File: src/rtl/math_divider_radix_4.sv
// Signed radix-4 restoring divider, two quotient bits per cycle.
// Truncates toward zero and flags divide-by-zero and overflow.
module math_divider_radix_4 #(
    parameter int N = 8
) (
    input  logic         i_clk,
    input  logic         i_rst,
    input  logic         i_valid,
    output logic         o_ready,
    input  logic [N-1:0] i_dividend,
    input  logic [N-1:0] i_divisor,
    output logic         o_valid,
    input  logic         i_ready,
    output logic [N-1:0] o_quotient,
    output logic [N-1:0] o_remainder,
    output logic         o_div_by_zero,
    output logic         o_overflow
);

    localparam int W  = N + 2;
    localparam int CW = $clog2(N);
    localparam logic [CW-1:0] LAST = CW'(N / 2 - 1);

    localparam logic [1:0] IDLE = 2'd0;
    localparam logic [1:0] CALC = 2'd1;
    localparam logic [1:0] DONE = 2'd2;

    logic [1:0]    state;
    logic [CW-1:0] cnt;
    logic [W-1:0]  p;
    logic [W-1:0]  d;
    logic [W-1:0]  d3;
    logic [N-1:0]  a;
    logic [N-1:0]  q;
    logic          neg_q;
    logic          neg_r;

    logic [N-1:0]  dvd_abs;
    logic [N-1:0]  dvs_abs;
    logic          is_min;
    logic          is_m1;
    logic [W-1:0]  p_sh;
    logic [W-1:0]  d2;
    logic [W-1:0]  p_nx;
    logic [1:0]    digit;
    logic [N-1:0]  q_nx;
    logic [N-1:0]  r_nx;
    logic [N-1:0]  q_fin;
    logic [N-1:0]  r_fin;

    assign o_ready = (state == IDLE);
    assign o_valid = (state == DONE);

    assign dvd_abs = i_dividend[N-1] ? -i_dividend : i_dividend;
    assign dvs_abs = i_divisor[N-1] ? -i_divisor : i_divisor;
    assign is_min  = (i_dividend == {1'b1, {(N-1){1'b0}}});
    assign is_m1   = &i_divisor;

    // Next partial remainder pulls in the next two dividend bits
    assign p_sh = (p << 2) | W'(a[N-1:N-2]);
    assign d2   = d << 1;

    always_comb begin
        digit = 2'd0;
        p_nx  = p_sh;
        if (p_sh >= d3) begin
            digit = 2'd3;
            p_nx  = p_sh - d3;
        end else if (p_sh >= d2) begin
            digit = 2'd2;
            p_nx  = p_sh - d2;
        end else if (p_sh >= d) begin
            digit = 2'd1;
            p_nx  = p_sh - d;
        end
    end

    assign q_nx  = {q[N-3:0], digit};
    assign r_nx  = N'(p_nx);
    assign q_fin = neg_q ? -q_nx : q_nx;
    assign r_fin = neg_r ? -r_nx : r_nx;

    always_ff @(posedge i_clk) begin
        if (i_rst) begin
            state         <= IDLE;
            cnt           <= '0;
            p             <= '0;
            d             <= '0;
            d3            <= '0;
            a             <= '0;
            q             <= '0;
            neg_q         <= 1'b0;
            neg_r         <= 1'b0;
            o_quotient    <= '0;
            o_remainder   <= '0;
            o_div_by_zero <= 1'b0;
            o_overflow    <= 1'b0;
        end else begin
            case (state)
                IDLE: if (i_valid) begin
                    if (i_divisor == '0) begin
                        state         <= DONE;
                        o_quotient    <= '1;
                        o_remainder   <= i_dividend;
                        o_div_by_zero <= 1'b1;
                        o_overflow    <= 1'b0;
                    end else if (is_min && is_m1) begin
                        state         <= DONE;
                        o_quotient    <= i_dividend;
                        o_remainder   <= '0;
                        o_div_by_zero <= 1'b0;
                        o_overflow    <= 1'b1;
                    end else begin
                        state <= CALC;
                        cnt   <= '0;
                        p     <= '0;
                        q     <= '0;
                        a     <= dvd_abs;
                        d     <= W'(dvs_abs);
                        d3    <= W'(dvs_abs) + (W'(dvs_abs) << 1);
                        neg_q <= i_dividend[N-1] ^ i_divisor[N-1];
                        neg_r <= i_dividend[N-1];
                    end
                end
                CALC: begin
                    p   <= p_nx;
                    q   <= q_nx;
                    a   <= a << 2;
                    cnt <= cnt + 1'b1;
                    if (cnt == LAST) begin
                        state         <= DONE;
                        o_quotient    <= q_fin;
                        o_remainder   <= r_fin;
                        o_div_by_zero <= 1'b0;
                        o_overflow    <= 1'b0;
                    end
                end
                DONE: if (i_ready) state <= IDLE;
                default: state <= IDLE;
            endcase
        end
    end

endmodule

File: config.mk
export PLATFORM = sky130hd
export DESIGN_NAME = math_divider_radix_4
export DESIGN_NICKNAME = d
export VERILOG_FILES = /design/src/rtl/math_divider_radix_4.sv
export SDC_FILE = /design/constraint.sdc
export NUM_CORES = 1
export LEC_CHECK = 0
export BUFFER_PORTS_ARGS = -buffer_cell sky130_fd_sc_hd__clkbuf_2
export CORE_MARGIN = 5
export CORE_UTILIZATION = 61
export CTS_CLUSTER_SIZE = 24
export DETAILED_ROUTE_END_ITERATION = 12
export GPL_TIMING_DRIVEN = 0
export HOLD_SLACK_MARGIN = 0.05
export PLACE_DENSITY_LB_ADDON = 0.12
export SYNTH_ARGS = -nofsm -noshare
export SYNTH_HDL_FRONTEND = slang
export SYNTH_SLANG_ARGS = --single-unit
File: constraint.sdc
create_clock -name i_clk -period 3.8 [get_ports i_clk]
set_input_delay 0.76 -clock i_clk [delete_from_list [all_inputs] [get_ports i_clk]]
set_output_delay 0.76 -clock i_clk [all_outputs]
set_load 0.01 [all_outputs]
== Word level (Yosys, flattened, before mapping) ==
Index checks and enable logic that the tools add are counted.
Cells by class
  add/subtract/negate cells: 9
  order comparisons: 3
  equality and inequality tests: 10
  multiplexer cells: 51
  bitwise gates (word level): 4
  reduce and logical (&&, ||, !) cells: 9
Operators with widths (count)
  two-way mux 8 bit: 21
  case mux 8 bit (2 select lines): 4
  negator 8 bit: 4
  subtractor 8 bit: 3
  two-way mux 6 bit: 3
  two-way mux 2 bit: 7
  case mux 6 bit (2 select lines): 1
  AND reduction 4 bit: 3
  adder 8 x 9 -> 10 bit: 1
  greater-or-equal comparator 10 bit: 1
  greater-or-equal comparator 10 x 8 -> 1 bit: 1
  greater-or-equal comparator 10 x 9 -> 1 bit: 1
  OR 10 x 2 -> 10 bit: 1
  two-way mux 3 bit: 3
  equality test 8 bit, second input constant: 1
  logical NOT 8 bit: 1
  two-way mux 1 bit: 8
  inequality test 2 bit, second input constant: 4
  AND reduction 8 bit: 1
  case mux 2 bit (3 select lines): 1
  case mux 3 bit (2 select lines): 1
  case mux 1 bit (2 select lines): 2
  adder 3 x 1 -> 3 bit, second input constant: 1
  equality test 3 x 2 -> 1 bit, second input constant: 1
  10 further kinds: 11
Word-level totals
  flip-flop bits (word level): 65
  output and inout bits: 20

== Depth between registers and ports, before layout ==
Gate-level depths: netlist of run 1.
  depth after elaboration: 9
  gate-level depth with buffers: 16
  depth with buffers taken out: 15

== Worst setup path after synthesis of run 1 ==
No wires, ideal clock.
  path type: register to register
  start point: register a[6]
  end point: register o_remainder[7]
  arrival: 3.426 ns
  slack: 0.304 ns
  cell stages (with the launch flop): 15
  buffers on the path: 1
  clock period less this slack: 3.496 ns
  path through: dfxtp_1 > inv_1 > ha_1 > fa_1 > a21boi_0 > o211a_1 > a22o_1 > buf_6 > mux2_4 > a211o_1 > or2_1 > or2_4 > nor4_4 > mux2_1 > a21oi_1
Between the ends
  word-level cells in the longest chain between the ends: 9
RTL lines
  start: declaration: line 33  | logic [N-1:0] a;
  start signal: assignment: line 118  | a <= dvd_abs;
  start signal: assignment: line 128  | a <= a << 2;
  OR 10 x 2 -> 10 bit *: line 60  | assign p_sh = (p << 2) | W'(a[N-1:N-2]);
  subtractor 8 bit or greater-or-equal comparator 10 x 8 -> 1 bit (tied branches): line 74, 72
  two-way mux 8 bit: line 72  | end else if (p_sh >= d) begin
  two-way mux 8 bit: line 69  | end else if (p_sh >= d2) begin
  two-way mux 8 bit *: line 66  | if (p_sh >= d3) begin
  negator 8 bit: line 81  | assign r_fin = neg_r ? -r_nx : r_nx;
  two-way mux 8 bit *: line 81
  two-way mux 8 bit *: line 130  | if (cnt == LAST) begin
  case mux 8 bit (2 select lines) *: line 99  | case (state)
  end signal: assignment: line 104  | o_remainder <= i_dividend;
  end signal: assignment: line 133  | o_remainder <= r_fin;
  end: declaration: line 15  | output logic [N-1:0] o_remainder,
Every way passes the cells marked *; elsewhere a longest branch is shown, timed or not. The select of a mux whose other input is x is not followed.
A chain may end at the register's enable or synchronous reset.

== Worst setup path in the final report of run 1 ==
Ends and elaborated chain as after synthesis.

==> results of run 1 <==
==> critical path: cells and delay by family (launching register included) <==
family | cells | cell delay (ns)
simple gates | 3 | 0.73
fa+ha+maj | 2 | 0.60
flops | 1 | 0.36
buf+inv | 2 | 0.20
mux | 2 | 0.64
compound gates | 5 | 1.07
==> per-stage QoR <==
step / setup slack [ns] / total power, µW / instances / setup TNS (ns)
after floorplan: 0.304 / 3140 / 565 / 0
after global placement: -0.0349 / 3700 / 701 / -0.0349
after detailed placement: -0.0624 / 3750 / 701 / -0.0796
after CTS: 0.0119 / 4390 / 717 / 0
after global routing: -0.0166 / 4890 / 718 / -0.0296
final: 0.139 / 4540 / 718 / 0
==> kinds of logic (layout without fill, tap and decap cells) <==
kind of cell / after synthesis / after routing / synth area share
AOI/OAI and AO/OA: 161 / 161 / 0.232
and+or+nand+nor: 161 / 161 / 0.166
buffers and inverters: 67 / 121 / 0.0565
DFF: 64 / 64 / 0.280
adders and majority gates: 45 / 45 / 0.129
xor gates and xnor gates: 44 / 44 / 0.0841
muxes: 23 / 23 / 0.0522
==> cell type report <==
class	count	area, µm²	area share
sequential	64	1280	0.250
clock buffer	9	124	0.0241
inverter	39	146	0.0285
timing repair buffer	38	193	0.0375
clock inverter	7	80.1	0.0156
multi-input combinational	434	3080	0.599
buffer	28	113	0.0219
tap	99	124	0.0241
==> state kept, by name, summed over array words and instances (netlist names) <==
register,flops
o_remainder,8
p,8
o_overflow,1
o_quotient,8
a,8
q,6
cnt,3
o_div_by_zero,1
d3,10
state,2
d,7
neg_r,1
neg_q,1
==> per-layer routing <==
| metal | global-route usage | wire, µm | vias to the layer above |
|---|---|---|---|
| met5 | 0 | 0 | - |
| met4 | 0.0832 | 311 | 0 |
| met3 | 0.0475 | 996 | 30 |
| met2 | 0.411 | 5690 | 181 |
| met1 | 0.371 | 5470 | 2053 |
| li1 | - | - | 2113 |
==> path summary, 6_finish.rpt <==
path                 startpoint  cells past startpoint  slack, ns        endpoint
setup / recovery           a[6]                     14       0.14  o_remainder[7]
hold / removal    o_quotient[2]                      2       0.46   o_quotient[2]
setup reg to reg           a[6]                     14       0.14  o_remainder[7]
hold reg to reg   o_quotient[2]                      2       0.46   o_quotient[2]
==> power breakdown <==
part           switching [µW]  internal (µW)
registers                 103            746
clock network             288            310
logic                    1810           1280
==> timing repair <==
action / in CTS / in global routing
pin swaps: 0 / 2
buffers inserted: 0 / 1
gates resized for setup: 3 / 7
setup endpoints to repair: 2 / 4
==> cells in the final DEF, fill, tap and decap left out, types with 22 or more instances in the layout <==
cell type,Yosys,routed
clkbuf_2,0,37
a21oi_1,53,51
ha_1,41,40
a211oi_1,22,22
dfxtp_1,64,63
inv_1,38,38
clkbuf_1,27,27
nand2_1,26,26
nor2_1,79,79
xnor2_1,27,27
==> results.txt, run 1 <==
The final worst-path cycle share came out at 0.963. The portion of the post-synthesis area used by sequential elements came out at 0.280. The first global-routing pass estimated slightly above 20,000 µm of wire.

In the routed design, unresolved DRC markers number 0. For this run, the leading register cell type out of synthesis is dfxtp_1. The final setup skew is roughly 0.0086 ns. The relative slew slack is 0.507. The worst path needs ~3.7 ns of the cycle, external delays included. The register clock-pin slew on the reported worst setup and hold paths came out at 0.08 ns. The number of pins with negative max-slew slack in the final report is 0. The number of buffers created by CTS is 9. The number of detailed-route iterations in the first pass came out at 8. The cell type with the largest total area after synthesis is dfxtp_1.

By startpoint and endpoint, the worst setup path is classified as flop to flop. The power density normalized to cell area came out at approximately 900 mW/mm². STA classifies the critical path endpoint as a flop. Synthesis produced roughly 570 cells. The total number of yosys warnings is 0. The die outline width came out at a little under 100 µm.

Yosys instantiated no cell more often than nor2_1. The number of enable-type register cells in the synthesized netlist is 0. The commonest cells after synthesis are nor2_1 (79), dfxtp_1 (64), a21oi_1 (53). The endpoint required time on the critical path came out at between 4 and 5 ns.

At the pin with the least slew margin, the transition time is between 0.7 and 0.8 ns. Summing all placed instances gives a cell area of 0.00489 mm². The total number of vias is approximately 4,400. Across the VDD grid, the largest voltage drop is 460 µV.

The overall routed net length came out at 12,500 µm. The later pin in the worst-skew pair is clocked with a latency of ~0.35 ns. In the final routed layout, each cell accounts on average for 17.4 µm.

In this design, the stage delay of the slowest critical-path cell is ~0.39 ns. The total of endpoints with negative setup slack in the final report is 0. The final weighted congestion of routability-driven global placement is between 0.9 and 1. Using the TritonRoute via totals, the vias-per-cell ratio works out to about 6. The number of placement rows is 31. Compared with the post-synthesis result, the final layout area differs by 12.1%.

The pin count of the biggest net entering global routing came out at 14. The core utilization of the finished layout is 0.705. The count of unique library cells instantiated by Yosys is between 50 and 60. The average instance area after synthesis is ~8.1 µm². Along the worst path, the maximum fanout reaches 8. The flow ran to the end, and the final reports show no timing, DRC or antenna violations. The number of hold violations in the final report came out at 0.

Counting along the longest clock path gives a buffer depth of 2. The proportion of register bits with asynchronous set or reset after synthesis came out at 0. In this run, synthesis produced a sequential element count of 64. The starting DRC count in detailed routing came out at 390. The tree is rooted in a clkbuf_8. The global-route congestion overflow total is 0. The peak clock frequency supported by timing is between 0.2 and 0.3 GHz. After clock tree synthesis, the flow added hold-fix buffers numbering 0. The most prevalent standard cell on the critical path is or2_4. The number of global-route vias before repair came out at between 4,000 and 5,000. The tightest hold path in the finished design has a slack of between 0.4 and 0.5 ns. The total of fill cells in the finished design is 601.

Setup repair after global routing could not meet its margin everywhere. The die area came out at about 0.0093 mm². The region available for standard cell placement spans about 0.0073 mm². The share of final-layout standard cells stronger than drive strength 1 came out at 0.121.

The detail route stage leaves a number of antenna-violating nets equal to 0. Summed over all cells, the static leakage comes to approximately 0.0022 µW. The net count of the mapped netlist is 630. The number of antenna violations at the first check in global routing is 0. The slowest cell on the critical path is fa_2. The all-layer global routing usage came out at 0.264. For this design the top-level I/O count stands at 40. The area share of the largest cell type after synthesis is 0.280. The detailed-placement wirelength estimate came out at approximately 9900 µm.

The number of antenna diodes in the final layout is 0. CTS built an H-tree with a depth of 3. The post-route cell area came out at approximately 0.0051 mm². The final-stage net count is a little under 700. The critical path goes through inv_1 -> ha_2 -> fa_2 -> a21boi_0 -> o211a_1 -> a22o_1 -> buf_6 -> mux2_4 -> a211o_1 -> or2_4 -> or2_4 -> nor4_4 -> mux2_1 -> a21oi_1.

The number of clock sinks is 64. By area the synthesized netlist is led by dfxtp_1 (28%), ha_1 (11%), nor2_1 (6.5%). The number of I/O port buffers is 37.

TritonCTS built the clock tree. The data arrival time of the critical path is roughly 3.9 ns. In this run the vertical extent of the chip is approximately 97 µm. The starting utilization of the core area is 0.628. STA classifies the critical path startpoint as a flop. The post-synthesis instance area is 0.00458 mm². The tightest min-delay check is of the flop to flop type.

Max-cap violations in this run came to 0.
No activity file was read; power rests on OpenSTA's default activity.
==> run 2: changes to the inputs <==
--- a/config.mk
+++ b/config.mk
@@ -12,7 +12,7 @@
 export DETAILED_ROUTE_END_ITERATION = 12
 export GPL_TIMING_DRIVEN = 0
 export HOLD_SLACK_MARGIN = 0.05
-export PLACE_DENSITY_LB_ADDON = 0.12
+export PLACE_DENSITY = 0.91
 export SYNTH_ARGS = -nofsm -noshare
 export SYNTH_HDL_FRONTEND = slang
 export SYNTH_SLANG_ARGS = --single-unit
==> run 2 against run 1 <==
Critical path depth unchanged. Global-route usage rose by 0.37 points. Flip-flop and latch count is the same. Largest cell class unchanged. Routed wire length grew 1.8%. Critical path type unchanged. Hold slack got worse by 0.0042 ns. Combinational power down 1%.
==> results.txt, run 2 (synthesis results as in run 1) <==
The relative slew slack came out at 0.559. Leaving out fill and tap cells, the most frequent cell in the layout is nor2_1. The number of buffers created by CTS is 9.

40 I/O pins were placed. The via density per instance is 6.14. The endpoint required time on the critical path is 4.09 ns.

The power density normalized to cell area is just under 900 mW/mm². The total of max-cap violations is 0. The clock share of power came out at 0.130. The highest net fanout along the worst path came out at 8. 0 antenna diodes ended up in the layout. The core utilization of the finished layout is 0.703. The number of global-route vias before repair came out at 4,242. The peak supply drop came out at about 490 µV. The number of clock sinks came out at 64. Of the total power, the share spent switching nets is 0.488.

The core region is roughly 0.0073 mm². In the layout the commonest cells are nor2_1 (79), dfxtp_1 (63), a21oi_1 (51). The global-route congestion overflow total is 0. The final-stage net count is slightly below 700. The number of hold violations in the final report is 0. The register with the most flip-flops in the layout has 10 of them. The post-detailed-route count of antenna-violating nets is 0.

The all-layer global routing usage is 0.268. The pin count of the biggest net entering global routing is 13. The first global-routing pass estimated around 21,000 µm of wire.

The data arrival time of the critical path is a little under 4 ns. The worst setup path is launched from a flop. Setup violations remaining at the end of the flow were counted as 0.

The measured slew at the worst slew-check pin came out at 0.654 ns. The master cell of the clock root buffer is clkbuf_8. The flow ran to the end, and the final reports show no timing, DRC or antenna violations. Of the available clock period, the critical path in the final layout requires 0.958.

The detailed-placement wirelength estimate is slightly below 10,000 µm. The post-route minimum period is approximately 3.6 ns. The peak clock frequency supported by timing came out at roughly 0.27 GHz. The die outline width is 96.7 µm. The total net switching power came out at about 2200 µW. The number of placement rows is 31. The final weighted congestion of routability-driven global placement came out at roughly 0.94. The TritonCTS clock tree is yes.

The starting DRC count in detailed routing came out at around 320. Across the routed clock network, the largest skew measured is between 0.015 and 0.02 ns. Cell internal power was estimated by the tool at 2300 µW. Buffers inserted to repair hold after CTS numbered 0. The number of pins with negative max-slew slack in the final report came out at 0. Setup repair after global routing left no endpoint under its margin.

The detailed-route DRC error count came out at 0. The part of the total power dissipated in sequential elements came out at 0.189. The latest clock arrival within the worst-skew pair came out at about 0.35 ns.

The longest clock path from root to sink contains 2 buffers. The depth of the CTS H-tree came out at 3. The share of total power in combinational logic came out at 0.681. The cell leakage power came out at 0.00218 µW.

The routed wire length per instance is 17.7 µm. In this run the tool buffered the top-level ports with 37 buffer cells. For this block, the routed nets add up to ~13,000 µm of wire.

The critical path is of the flop to flop type. The final route contains 4,410 vias. The class of the tightest hold or removal check is flop to flop. The final-layout setup total negative slack came out at 0 ns.

The number of antenna violations at the first check in global routing is 0. The worst setup path is captured at a flop. The register with the most flip-flops in the final layout is d3.

The layout has 583 filler cells. In the final layout, the share of cells above drive strength 1 is 0.120. The initial utilization of the core area, before any placement, comes to 0.628. Relative to the synthesized area, the layout overhead comes to 11.8%. The vertical die dimension is roughly 97 µm.

The number of detailed-route iterations in the first pass is 6. The die area came out at approximately 0.0093 mm². The register clock-pin slew on the reported worst setup and hold paths came out at approximately 0.080 ns.
[run 2: critical path, cell delays in order (launching register included)]
cell and delay, ns:
dfxtp_2 0.35, inv_1 0.06, ha_2 0.21, fa_2 0.37, a21boi_0 0.15, o211a_1 0.23, a22o_1 0.23, buf_6 0.14
mux2_4 0.29, a211o_1 0.35, or2_1 0.26, or2_4 0.26, nor4_4 0.21, mux2_1 0.34, a21oi_1 0.12
[run 2: timing repair]
item / 4_1_cts / 5_1_grt
buffers inserted: 0 / 1
pin swaps: 0 / 1
gates resized for setup: 1 / 8
setup endpoints to repair: 1 / 5
[run 2: per-stage QoR]
stage               cell area, µm²  cells  hold WS, ns  setup WS, ns  total power, µW
floorplan                     4580    565        0.454         0.304             3140
global placement              4890    701        0.443        0.0317             3680
detailed placement            4890    701        0.446       -0.0215             3750
CTS                           5090    717        0.457        0.0645             4360
global route                  5120    718        0.475        0.0305             4810
finish                        5120    718        0.456         0.159             4490
[run 2: worst paths after layout]
check	cells past startpoint	startpoint	end	slack, ns
hold / removal	2	o_quotient[6]	o_quotient[6]	0.46
setup / recovery	14	a[6]	o_remainder[7]	0.16
hold reg to reg	2	o_quotient[6]	o_quotient[6]	0.46
setup reg to reg	14	a[6]	o_remainder[7]	0.16
[run 2: layout make-up]
type / count / area (µm²) / area share
multi-input cells: 434 / 3070 / 0.600
flip-flops and latches: 64 / 1280 / 0.250
repair buffers: 38 / 193 / 0.0376
inverters: 39 / 146 / 0.0286
clock buffers: 9 / 124 / 0.0242
well taps: 99 / 124 / 0.0242
plain buffers: 28 / 113 / 0.0220
clock inverters: 7 / 70.1 / 0.0137
[run 2: routing by layer]
layer / vias to the layer above / wire [µm] / GRT usage
met5: - / 0 / 0
met4: 0 / 382 / 0.114
met3: 47 / 1000 / 0.0511
met2: 194 / 5800 / 0.420
met1: 2061 / 5520 / 0.359
li1: 2108 / - / -
[run 2: power groups by stage]
stage | Sequential [µW] | Combinational, µW | Clock, µW
floorplan | 818 | 2320 | 0
global placement | 861 | 2820 | 0
detailed placement | 864 | 2890 | 0
CTS | 849 | 2930 | 586
global route | 859 | 3340 | 615
finish | 851 | 3060 | 585
